[src/rtl/truth_table_extractor.sv]
// Sweeps every input row of an attached combinational gate, assembles its truth
// table (row 0 in the MSB) and compares it against a captured golden code.
module truth_table_extractor #(
  parameter  int N_INPUTS      = 4,
  parameter  int SETTLE_CYCLES = 1,
  localparam int W             = 1 << N_INPUTS
) (
  input  logic                clk,
  input  logic                rst_n,
  input  logic                start,
  input  logic                abort,
  input  logic [W-1:0]        expected,
  output logic [N_INPUTS-1:0] stim,
  input  logic                resp,
  output logic                busy,
  output logic                done,
  output logic [W-1:0]        truth_table,
  output logic                match,
  output logic [N_INPUTS-1:0] fail_idx
);

  localparam logic [1:0] ST_IDLE   = 2'd0;
  localparam logic [1:0] ST_HOLD   = 2'd1;
  localparam logic [1:0] ST_SAMPLE = 2'd2;
  localparam logic [1:0] ST_FINISH = 2'd3;

  localparam logic [3:0] SETTLE_LAST = (SETTLE_CYCLES > 0) ? 4'(SETTLE_CYCLES - 1) : 4'd0;
  localparam logic [1:0] ST_ROW      = (SETTLE_CYCLES > 0) ? ST_HOLD : ST_SAMPLE;

  logic [1:0]          state_reg, state_next;
  logic [N_INPUTS-1:0] stim_reg, stim_next;
  logic [3:0]          settle_reg, settle_next;
  logic [W-1:0]        tt_reg, tt_next;
  logic [W-1:0]        exp_reg, exp_next;
  logic                busy_reg, busy_next;
  logic                done_reg, done_next;
  logic                match_reg, match_next;
  logic [N_INPUTS-1:0] fail_reg, fail_next;

  logic [W-1:0]        sampled_tt;
  logic [W-1:0]        diff;
  logic [W-1:0]        row_miss;
  logic [N_INPUTS-1:0] first_fail;

  // Row i lives at bit W-1-i, which for an N-bit row index is simply ~i.
  always_comb begin
    sampled_tt            = tt_reg;
    sampled_tt[~stim_reg] = resp;
    diff                  = sampled_tt ^ exp_reg;
  end

  genvar gi;
  generate
    for (gi = 0; gi < W; gi++) begin : g_row_miss
      assign row_miss[gi] = diff[W-1-gi];
    end
  endgenerate

  // Descending scan so the lowest mismatching row is the one that sticks.
  always_comb begin
    first_fail = '0;
    for (int i = W - 1; i >= 0; i--) begin
      if (row_miss[i]) first_fail = N_INPUTS'(i);
    end
  end

  always_comb begin
    state_next  = state_reg;
    stim_next   = stim_reg;
    settle_next = settle_reg;
    tt_next     = tt_reg;
    exp_next    = exp_reg;
    busy_next   = busy_reg;
    done_next   = 1'b0;
    match_next  = match_reg;
    fail_next   = fail_reg;
    case (state_reg)
      ST_IDLE: begin
        if (start) begin
          exp_next    = expected;
          tt_next     = '0;
          stim_next   = '0;
          settle_next = SETTLE_LAST;
          busy_next   = 1'b1;
          match_next  = 1'b0;
          fail_next   = '0;
          state_next  = ST_ROW;
        end
      end
      ST_HOLD, ST_SAMPLE: begin
        if (abort) begin
          state_next = ST_IDLE;
          stim_next  = '0;
          busy_next  = 1'b0;
          match_next = 1'b0;
          fail_next  = '0;
        end else if (state_reg == ST_HOLD) begin
          if (settle_reg == 4'd0) state_next = ST_SAMPLE;
          else                    settle_next = settle_reg - 4'd1;
        end else begin
          tt_next = sampled_tt;
          if (&stim_reg) begin
            state_next = ST_FINISH;
            busy_next  = 1'b0;
            done_next  = 1'b1;
            match_next = ~|diff;
            fail_next  = first_fail;
          end else begin
            stim_next   = stim_reg + 1'b1;
            settle_next = SETTLE_LAST;
            state_next  = ST_ROW;
          end
        end
      end
      ST_FINISH: state_next = ST_IDLE;
      default:   state_next = ST_IDLE;
    endcase
  end

  always_ff @(posedge clk or negedge rst_n) begin
    if (!rst_n) begin
      state_reg  <= ST_IDLE;
      stim_reg   <= '0;
      settle_reg <= '0;
      tt_reg     <= '0;
      exp_reg    <= '0;
      busy_reg   <= 1'b0;
      done_reg   <= 1'b0;
      match_reg  <= 1'b0;
      fail_reg   <= '0;
    end else begin
      state_reg  <= state_next;
      stim_reg   <= stim_next;
      settle_reg <= settle_next;
      tt_reg     <= tt_next;
      exp_reg    <= exp_next;
      busy_reg   <= busy_next;
      done_reg   <= done_next;
      match_reg  <= match_next;
      fail_reg   <= fail_next;
    end
  end

  assign stim        = stim_reg;
  assign busy        = busy_reg;
  assign done        = done_reg;
  assign truth_table = tt_reg;
  assign match       = match_reg;
  assign fail_idx    = fail_reg;

endmodule

[config.mk]
export PLATFORM = sky130hd
export DESIGN_NAME = truth_table_extractor
export DESIGN_NICKNAME = d
export VERILOG_FILES = /design/src/rtl/truth_table_extractor.sv
export SDC_FILE = /design/constraint.sdc
export NUM_CORES = 1
export LEC_CHECK = 0
export BUFFER_PORTS_ARGS = -buffer_cell sky130_fd_sc_hd__buf_2
export CAP_MARGIN = 20
export CORE_ASPECT_RATIO = 1.2
export CORE_MARGIN = 5
export CORE_UTILIZATION = 25
export CTS_CLUSTER_SIZE = 30
export DETAILED_ROUTE_END_ITERATION = 10
export GPL_TIMING_DRIVEN = 0
export PLACE_DENSITY = 0.43
export SKIP_CTS_REPAIR_TIMING = 1
export SYNTH_ARGS = -nofsm -noshare
export SYNTH_HDL_FRONTEND = slang
export SYNTH_SLANG_ARGS = --single-unit
[constraint.sdc]
create_clock -name clk -period 3.2 [get_ports clk]
set_clock_uncertainty 0.2 [all_clocks]
set_input_delay 0 -clock clk [delete_from_list [all_inputs] [get_ports clk]]
set_output_delay 0 -clock clk [all_outputs]
set_load 0.01 [all_outputs]
# == Word level (Yosys, flattened, before mapping) ==
# Cells that the tools add are included.
# word_totals
regBits,49
wordCells,98
out_inout_bits,27
in_bits,21
# op_classes
addsub,2
bitwise_logic,2
reduce_logical,14
n_lt_le_gt_ge,2
eq_ne,12
muxes,57
# ops
op,count
4-bit two-way mux,27
16-bit two-way mux,3
16-bit one-hot mux with 2 select lines,1
4-bit one-hot mux with 2 select lines,3
16-bit bitwise mux,1
4-bit AND reduction,4
16-bit OR reduction,1
16-bit XOR,1
3-bit inequality test (second input constant),5
1-bit two-way mux,13
2-bit two-way mux,5
2-bit inequality test (second input constant),3
2-bit one-hot mux with 3 select lines,1
4-bit by 5-bit < comparator with 1-bit output (second input constant),1
5-bit AND reduction,1
4-bit by 1-bit adder with 4-bit output (second input constant),1
1-bit demux with 4-bit select,1
2-bit equality test (second input constant),2
4-bit by 1-bit greater-or-equal comparator with 1-bit output (second input constant),1
4-bit zero test,1
4-bit inequality test (second input constant),1
4-bit inverter,1
1-bit one-hot mux with 2 select lines,2
2-bit AND reduction,2
other kinds (7),7

# == Logic depth before layout (Yosys ltp) ==
# Gate-level depths: netlist (run 1).
# depth
depth_word,27
ltp_mapped,9
mapped_depth_nobuf,8

# == Least setup slack after synthesis (run 1) ==
# OpenSTA, ideal clock, no wires.
# synth_timing
kind,register to register
from,register stim_reg[1] (netlist: stim[1])
to,register match_reg (netlist: match)
path_buffers,0
arrival_time_ns,2.077
setup_ns,0.066
period_less_slack_ns,2.342
path_slack_ns,0.858
required_ns,2.934
stages_incl_launch_ff,9
cell_sequence,dfrtp_1 > inv_1 > ha_1 > nor3b_1 > mux2i_1 > xnor2_1 > nor4_2 > and4_1 > a22o_1
# synth_via
elab_chain_len,13
word_cells_on_any_way,17
cone_classes,2 x order compare; 1 x eq/ne; 7 x mux; 2 x bitwise; 5 x reduce/logical
# synth_lines
element,line_no,text
start: declaration,31,"logic [N_INPUTS-1:0] stim_reg, stim_next;"
start signal: assignment,133,stim_reg <= stim_next;
4-bit inverter,48,sampled_tt[~stim_reg] = resp;
4-bit by 5-bit < comparator with 1-bit output (implied by the code) / 4-bit by 1-bit greater-or-equal comparator with 1-bit output (equally long branches),48,
1-bit logical AND (implied by the code),48,
1-bit two-way mux (implied by the code),48,
1-bit demux with 4-bit select,48,
16-bit bitwise mux,48,
16-bit XOR,49,diff = sampled_tt ^ exp_reg;
16-bit OR reduction,106,match_next = ~|diff;
1-bit zero test,106,
1-bit two-way mux,102,if (&stim_reg) begin
1-bit two-way mux,97,end else if (state_reg == ST_HOLD) begin
1-bit two-way mux,91,if (abort) begin
1-bit one-hot mux with 2 select lines,77,case (state_reg)
end signal: assignment,139,match_reg <= match_next;
end: declaration,37,"logic match_reg, match_next;"
# Parallel ways exist; a longest one is shown, timed or not. The select of a mux whose other input is x is not followed.
# A chain may end at the register's enable or synchronous reset.

# == Worst setup path in the final report (run 1) ==
# layout_timing
from,register state_reg[0]
to,register tt_reg[13] (netlist: truth_table[13])
# layout_via
elab_chain_len,4
word_cells_on_any_way,10
cone_classes,5 x eq/ne; 1 x mux; 4 x reduce/logical
# layout_lines
element,line_no,text
start: declaration,30,"logic [1:0] state_reg, state_next;"
start signal: assignment,132,state_reg <= state_next;
2-bit by 1-bit equality test with 1-bit output / 2-bit equality test (equally long branches),"77, 97",
2-bit OR reduction,77,
2-bit inequality test (no source line) / 2-bit nonzero test (equally long branches),--,
4-bit AND reduction (no source line),--,
end signal: assignment,135,tt_reg <= tt_next;
end: declaration,33,"logic [W-1:0] tt_reg, tt_next;"
# Parallel ways exist; a longest one is shown, timed or not.

==> results of run 1 <==
## through the flow
step                      area (sq um)  power (uW)  setup WS (ns)
final                             3710        3290          0.483
after global placement            3340        2750          0.454
after CTS                         3510        3340          0.414
after global routing              3710        3610          0.186
after floorplan                   2920        2260          0.858
after detailed placement          3360        2770          0.443
## cells in the mapped netlist, types with 3 or more instances
| cell | number |
|---|---|
| a21oi_1 | 7 |
| a22o_1 | 14 |
| clkbuf_1 | 7 |
| dfrtp_1 | 49 |
| ha_1 | 10 |
| inv_1 | 12 |
| mux2_2 | 18 |
| mux2i_1 | 17 |
| nand2_1 | 35 |
| nand2b_1 | 3 |
| nand3_1 | 4 |
| nand3b_1 | 8 |
| nor2_1 | 13 |
| nor2b_1 | 3 |
| nor3b_1 | 4 |
| o21ai_0 | 23 |
| o31ai_1 | 3 |
| xnor2_1 | 16 |
## power by group through the flow
stage          Sequential (uW)  Clock (uW)  Combinational [uW]
4_1_cts                   1040         569                1730
3_5_place_dp              1050           0                1710
5_1_grt                   1070         594                1940
3_3_place_gp              1050           0                1700
2_1_floorplan             1040           0                1220
6_report                  1040         547                1710
## cell families after synthesis
logic type | Yosys count
XOR/XNOR | 18
multiplexers | 35
AO/OA/AOI/OAI | 63
adder cells (fa/ha/maj) | 10
AND/OR/NAND/NOR | 90
flip-flops | 49
buffers and inverters | 24
## worst max-delay path: stages (launching register included)
cell      delay, ns
dfrtp_1        0.38
inv_1          0.09
ha_1           0.33
clkbuf_1       0.24
a211o_1        0.31
clkbuf_1       0.20
nor2_1         0.30
nand2_1        0.17
o32ai_1        0.27
a22o_1         0.17
## worst paths after layout
| check | start | endpoint | slack [ns] | depth (start not counted) |
|---|---|---|---|---|
| setup / recovery | state_reg[0]$_DFFE_PN0P_ | truth_table[13]$_DFFE_PN0P_ | 0.48 | 9 |
| hold / removal | rst_n | settle_reg[3]$_DFFE_PN0P_ | -0.02 | 3 |
| setup reg to reg | state_reg[0]$_DFFE_PN0P_ | truth_table[13]$_DFFE_PN0P_ | 0.48 | 9 |
| hold reg to reg | fail_idx[3]$_DFFE_PN0P_ | fail_idx[3]$_DFFE_PN0P_ | 0.30 | 2 |
| max in group asynchronous | rst_n | truth_table[1]$_DFFE_PN0P_ | 1.75 | 3 |
| min in group clk | expected[4] | exp_reg[4]$_DFFE_PN0P_ | 0.26 | 3 |
## layer usage
| metal | part of all wire [%] | vias up | track usage (%) |
|---|---|---|---|
| li1 | - | 1187 | - |
| met1 | 45 | 1142 | 15.6 |
| met2 | 49 | 38 | 19.8 |
| met3 | 3.9 | 8 | 2.61 |
| met4 | 1.6 | 0 | 4.23 |
| met5 | 0 | - | 0 |
## final cells by class
cell class | instances | share of cell area (%)
plain buffers | 12 | 1.69
clock buffers | 5 | 3.37
clock inverters | 3 | 0.573
inverters | 12 | 1.21
multi-input cells | 216 | 42.7
flip-flops and latches | 49 | 33.0
well taps | 157 | 5.29
repair buffers | 67 | 12.1
==> summary.md, run 1 <==
| Metric | Value |
|---|---|
| Status | `finished, violations left` |
| Violated checks | `hold timing` |
| # H-tree levels | `2` |
| Int Power | `1850 uW` |
| Post-synthesis simple-gate area fraction | `16.9%` |
| Crit Path Class | `reg -> reg` |
| Max clock buf depth | `2` |
| Main combinational cell family by area after synthesis | `simple AND/OR/NAND/NOR gates` |
| CTS Sinks | `49` |
| Crit path DAT | `2.75 ns` |
| TNS Setup | `0 ns` |
| DRT Wirelength | `8.04 mm` |
| Min Clock Period, post-route | `2.72 ns` |
| Share of the synthesized area in the top cell type | `42.0%` |
| Vias per cell | `4.56` |
| Drt drc | `0` |
| Yosys reg bits | `49` |
| Via count of the first global-routing pass | `2345` |
| Port Buffers | `46` |
| EDFF count, synth | `0` |
| Critical Path RT | `3.23 ns` |
| Total Die Area | `0.0139 sq mm` |
| Drt pass-1 iters | `4` |
| CTS root buf | `clkbuf_16` |
| Die Y | `128 um` |
| FILL cells | `1223` |
| Relative slew slack | `56.3%` |
| Dpl cells | `493` |
| Xor/xnor share of the synthesized area | `5.40%` |
| Sequential cell area fraction in the yosys report | `42.0%` |
| Dpl hpwl | `6.11 mm` |
| Critical Path Start Type | `register` |
| Post-route ant nets | `0` |
| Routed WL per cell | `15.4 um` |
| Crit path capture type | `register` |
| Synth Area in Compound Gates | `14.9%` |
| GRT Util Overall | `12.0%` |
| Multi-input logic area | `0.00158 sq mm` |
| Max Fanout on Critical Path | `10` |
| Final period utilization | `84.9%` |
| Hold slack | `-0.0160 ns` |
| Max_cap viols | `0` |
| Reg power frac | `31.6%` |
| Final Non-Filler Cells | `521` |
| YS warnings | `0` |
| Commonest cells after routing, fill and taps aside | `dfrtp_1 (49), buf_2 (48), nand2_1 (35)` |
| Top area cells in the synthesized netlist | `dfrtp_1 (42%), mux2_2 (6.9%), mux2i_1 (5.8%), xnor2_1 (4.8%), nand2_1 (4.5%)` |
| Peak supply drop | `0.250 mV` |
| Pwr dens | `887 mW/mm^2` |
| Global-route wire length before repair | `12.8 mm` |
| Sw Ratio | `43.7%` |
| GRT Residual Overflow | `0` |
| Peak Freq | `368 MHz` |
| Core area | `0.0115 sq mm` |
| CTS Buf Count | `5` |
| Rows | `43` |
| P&R area growth vs syn | `27.2%` |
| Ys flop type | `dfrtp_1` |
| Layout cells sized above 1 | `24.2%` |
| Largest net degree at the start of global routing | `36` |
| Final setup vio count | `0` |
| Final core utilization | `32.2%` |
| Clock power share | `16.6%` |
| Synth unique cells | `49` |
| Adder-cell share of the synthesized area | `4.29%` |
| Worst Hold Class | `in -> async` |
| CTS tree | `built` |
| Ports | `48` |
| Mux cell area share after synthesis | `12.8%` |
| Slew Limit Fails | `0` |
| RSZ-0062 raised after global routing | `no` |
| Final Hold Vio Count | `9` |
| Synth area leader | `dfrtp_1` |
| P_sw | `1440 uW` |
| Lkg Pwr | `0.00169 uW` |
| Async SR Flop Fraction | `100%` |
| Combinational share of power | `51.8%` |
| CTS clk-pin slew, worst paths | `0.08 ns` |
| Starting density of the core | `25.3%` |
| Skew-Pair Late Insertion Delay | `0.30 ns` |
| Initial antenna violation count | `0` |
| Synthesized area per cell | `10.1 sq um` |
| Initial detailed-routing violation count | `108` |
| Via count | `2375` |
| Die X | `109 um` |
| Diodes inserted | `0` |
| Syn nets | `320` |
| Actual slew at the worst max-slew pin | `0.653 ns` |
| Final GP Congestion | `0.778` |
| Most common cell after layout, fill and taps aside | `dfrtp_1` |
| Synth Cell Area | `0.00292 sq mm` |
| Sequential cell area | `0.00123 sq mm` |
| Nets | `394` |
| Post-Synthesis Cells | `289` |
(Power assumes the default switching activity.)
==> run 2, diff against run 1 <==
==> constraint.sdc (replaced) <==
create_clock -name clk -period 2.7 [get_ports clk]
set_clock_uncertainty 0.2 [all_clocks]
set_input_delay 0 -clock clk [delete_from_list [all_inputs] [get_ports clk]]
set_output_delay 0 -clock clk [all_outputs]
set_load 0.01 [all_outputs]
==> summary.md, run 2 (synthesized netlist as in run 1, its figures left out) <==
| Metric | Value |
|---|---|
| Status | `finished, violations left (unchanged)` |
| Violated checks | `hold timing (unchanged)` |
| Initial antenna violation count | `0 (unchanged)` |
| Post-route ant nets | `0 (unchanged)` |
| Final Hold Vio Count | `8 (was 9)` |
| Layout cells sized above 1 | `26.7% (was 24.2%)` |
| Hold slack | `-0.0134 ns (was -0.0160 ns)` |
| Max stage delay on crit path | `0.53 ns (was 0.38 ns)` |
| Crit Path Class | `reg -> reg (unchanged)` |
| CTS root buf | `clkbuf_16 (unchanged)` |
| Global-route wire length before repair | `12.8 mm (unchanged)` |
| Commonest cells after routing, fill and taps aside | `buf_2 (48), dfrtp_1 (48), nand2_1 (35) (was dfrtp_1 (49), buf_2 (48), nand2_1 (35))` |
| Via count of the first global-routing pass | `2345 (unchanged)` |
| RR Startpoint | `stim[1]$_DFFE_PN0P_ (was state_reg[0]$_DFFE_PN0P_)` |
| Nets | `393 (was 394)` |
| Drt pass-1 iters | `4 (unchanged)` |
| Setup ws final | `0.135 ns (was 0.483 ns)` |
| Critical path buffer and inverter count | `1 (was 3)` |
| Combinational share of power | `52.4% (was 51.8%)` |
| RSZ-0062 raised after global routing | `no (unchanged)` |
| # H-tree levels | `2 (unchanged)` |
| TNS Setup | `0 ns (unchanged)` |
| Max clock buf depth | `2 (unchanged)` |
| Via count | `2378 (was 2375)` |
| Vias per cell | `4.57 (was 4.56)` |
| Die X | `109 um (unchanged)` |
| CP Cell Sequence | `inv_1 -> ha_2 -> nand3b_1 -> mux2i_2 -> xnor2_1 -> or4_1 -> o221a_1 -> o211ai_2 (was inv_1 -> ha_1 -> clkbuf_1 -> a211o_1 -> clkbuf_1 -> nor2_1 -> nand2_1 -> o32ai_1 -> a22o_1)` |
| FILL cells | `1227 (was 1223)` |
| CTS clk-pin slew, worst paths | `0.07 ns (was 0.08 ns)` |
| P_sw | `1730 uW (was 1440 uW)` |
| Slew Limit Fails | `0 (unchanged)` |
| Drt drc | `0 (unchanged)` |
| CTS Sinks | `49 (unchanged)` |
| GRT Residual Overflow | `0 (unchanged)` |
| Total Die Area | `0.0139 sq mm (unchanged)` |
| Final GP Congestion | `0.778 (unchanged)` |
| CTS Buf Count | `5 (unchanged)` |
| Crit path DAT | `2.59 ns (was 2.75 ns)` |
| Max_cap viols | `0 (unchanged)` |
| Skew-Pair Late Insertion Delay | `0.30 ns (about the same)` |
| Largest delay share family, worst path | `simple AND/OR/NAND/NOR gates (was compound AO/OA/AOI/OAI gates)` |
| Starting density of the core | `25.3% (unchanged)` |
| Largest net degree at the start of global routing | `36 (unchanged)` |
| Lkg Pwr | `0.00169 uW (about the same)` |
| Worst Hold Class | `in -> async (unchanged)` |
| Initial detailed-routing violation count | `121 (was 108)` |
| Final setup vio count | `0 (unchanged)` |
| CTS tree | `built (unchanged)` |
| Pwr dens | `1050 mW/mm^2 (was 887 mW/mm^2)` |
| Core area | `0.0115 sq mm (unchanged)` |
| GRT Util Overall | `12.0% (unchanged)` |
| Diodes inserted | `0 (unchanged)` |
| Crit. Startpoint | `stim[1]$_DFFE_PN0P_ (was state_reg[0]$_DFFE_PN0P_)` |
| Sw Ratio | `43.9% (was 43.7%)` |
| Final period utilization | `95.0% (was 84.9%)` |
| DRT Wirelength | `8.02 mm (was 8.04 mm)` |
| Int Power | `2220 uW (was 1850 uW)` |
| Port Buffers | `46 (unchanged)` |
| P&R area growth vs syn | `28.5% (was 27.2%)` |
| Reg power frac | `31.3% (was 31.6%)` |
| Critical Path RT | `2.72 ns (was 3.23 ns)` |
| Relative slew slack | `56.5% (was 56.3%)` |
| Routed WL per cell | `15.4 um (about the same)` |
| Peak Freq | `390 MHz (was 368 MHz)` |
| Die Y | `128 um (unchanged)` |
| Dpl hpwl | `6.11 mm (unchanged)` |
| Rows | `43 (unchanged)` |
| Ports | `48 (unchanged)` |
| Actual slew at the worst max-slew pin | `0.651 ns (was 0.653 ns)` |
| Min Clock Period, post-route | `2.57 ns (was 2.72 ns)` |
| Setup WS pre-CTS | `-0.0567 ns (was 0.443 ns)` |
| Clock power share | `16.3% (was 16.6%)` |
| Crit-path slowest cell | `or4_1 (was dfrtp_1)` |
| Peak supply drop | `0.299 mV (was 0.250 mV)` |
| Critical Path Start Type | `register (unchanged)` |
| Max Fanout on Critical Path | `6 (was 10)` |
| Crit path capture type | `register (unchanged)` |
[run 2: cell types whose count changed in the layout (fill, tap and decap cells not counted), moves of 2 or more]
| cell | change |
|---|---|
| nor3b_2 | +2 |
| nor3b_1 | -2 |
| mux2i_2 | +2 |
| clkbuf_1 | -2 |
| mux2i_1 | -2 |
[run 2: per-layer routing]
layer,share of wire (%),GRT usage [%]
met1,44,15.6
met2,50,19.8
met3,4.5,2.61
met4,1.6,4.23
met5,0,0
[run 2: layout make-up]
| cell class | count | area (sq um) | area share, % |
|---|---|---|---|
| clock inverters | 3 | 21.3 | 0.567 |
| repair buffers | 67 | 450 | 12.0 |
| plain buffers | 11 | 60.1 | 1.60 |
| clock buffers | 5 | 125 | 3.34 |
| inverters | 12 | 45.0 | 1.20 |
| well taps | 157 | 196 | 5.24 |
| flip-flops and latches | 49 | 1230 | 32.7 |
| multi-input cells | 216 | 1620 | 43.3 |
[run 2: path summary, 6_finish.rpt]
| check | end | slack, ns | depth (start not counted) |
|---|---|---|---|
| min reg2reg | fail_idx[3]$_DFFE_PN0P_ | 0.30 | 2 |
| max reg2reg | fail_idx[1]$_DFFE_PN0P_ | 0.13 | 8 |
| min | settle_reg[3]$_DFFE_PN0P_ | -0.01 | 3 |
| min in group clk | exp_reg[4]$_DFFE_PN0P_ | 0.26 | 3 |
| max in group asynchronous | stim[0]$_DFFE_PN0P_ | 1.21 | 3 |
| max | fail_idx[1]$_DFFE_PN0P_ | 0.13 | 8 |
[run 2: through the flow]
step / util (%) / total power (uW) / std cells / hold WS (ns) / cell area (sq um)
global placement: 29.0 / 3260 / 492 / 0.0328 / 3340
finish: 32.6 / 3950 / 520 / -0.0134 / 3750
floorplan: - / 2670 / 289 / -0.496 / 2920
CTS: 30.5 / 3960 / 501 / -0.584 / 3510
detailed placement: 29.2 / 3280 / 493 / -0.255 / 3360
global route: 32.6 / 4320 / 520 / 0.0257 / 3750
[run 2: worst reg2reg max path, cell delays in order, from the launching register on]
cell	delay [ns]
dfrtp_1	0.44
inv_1	0.11
ha_2	0.23
nand3b_1	0.16
mux2i_2	0.28
xnor2_1	0.13
or4_1	0.53
o221a_1	0.25
o211ai_2	0.17
[run 2: power groups by stage]
stage	Sequential (uW)	Clock [uW]	Combinational, uW
2_1_floorplan	1230	0	1450
3_3_place_gp	1250	0	2010
3_5_place_dp	1250	0	2030
4_1_cts	1240	675	2050
5_1_grt	1280	703	2340
6_report	1240	644	2070
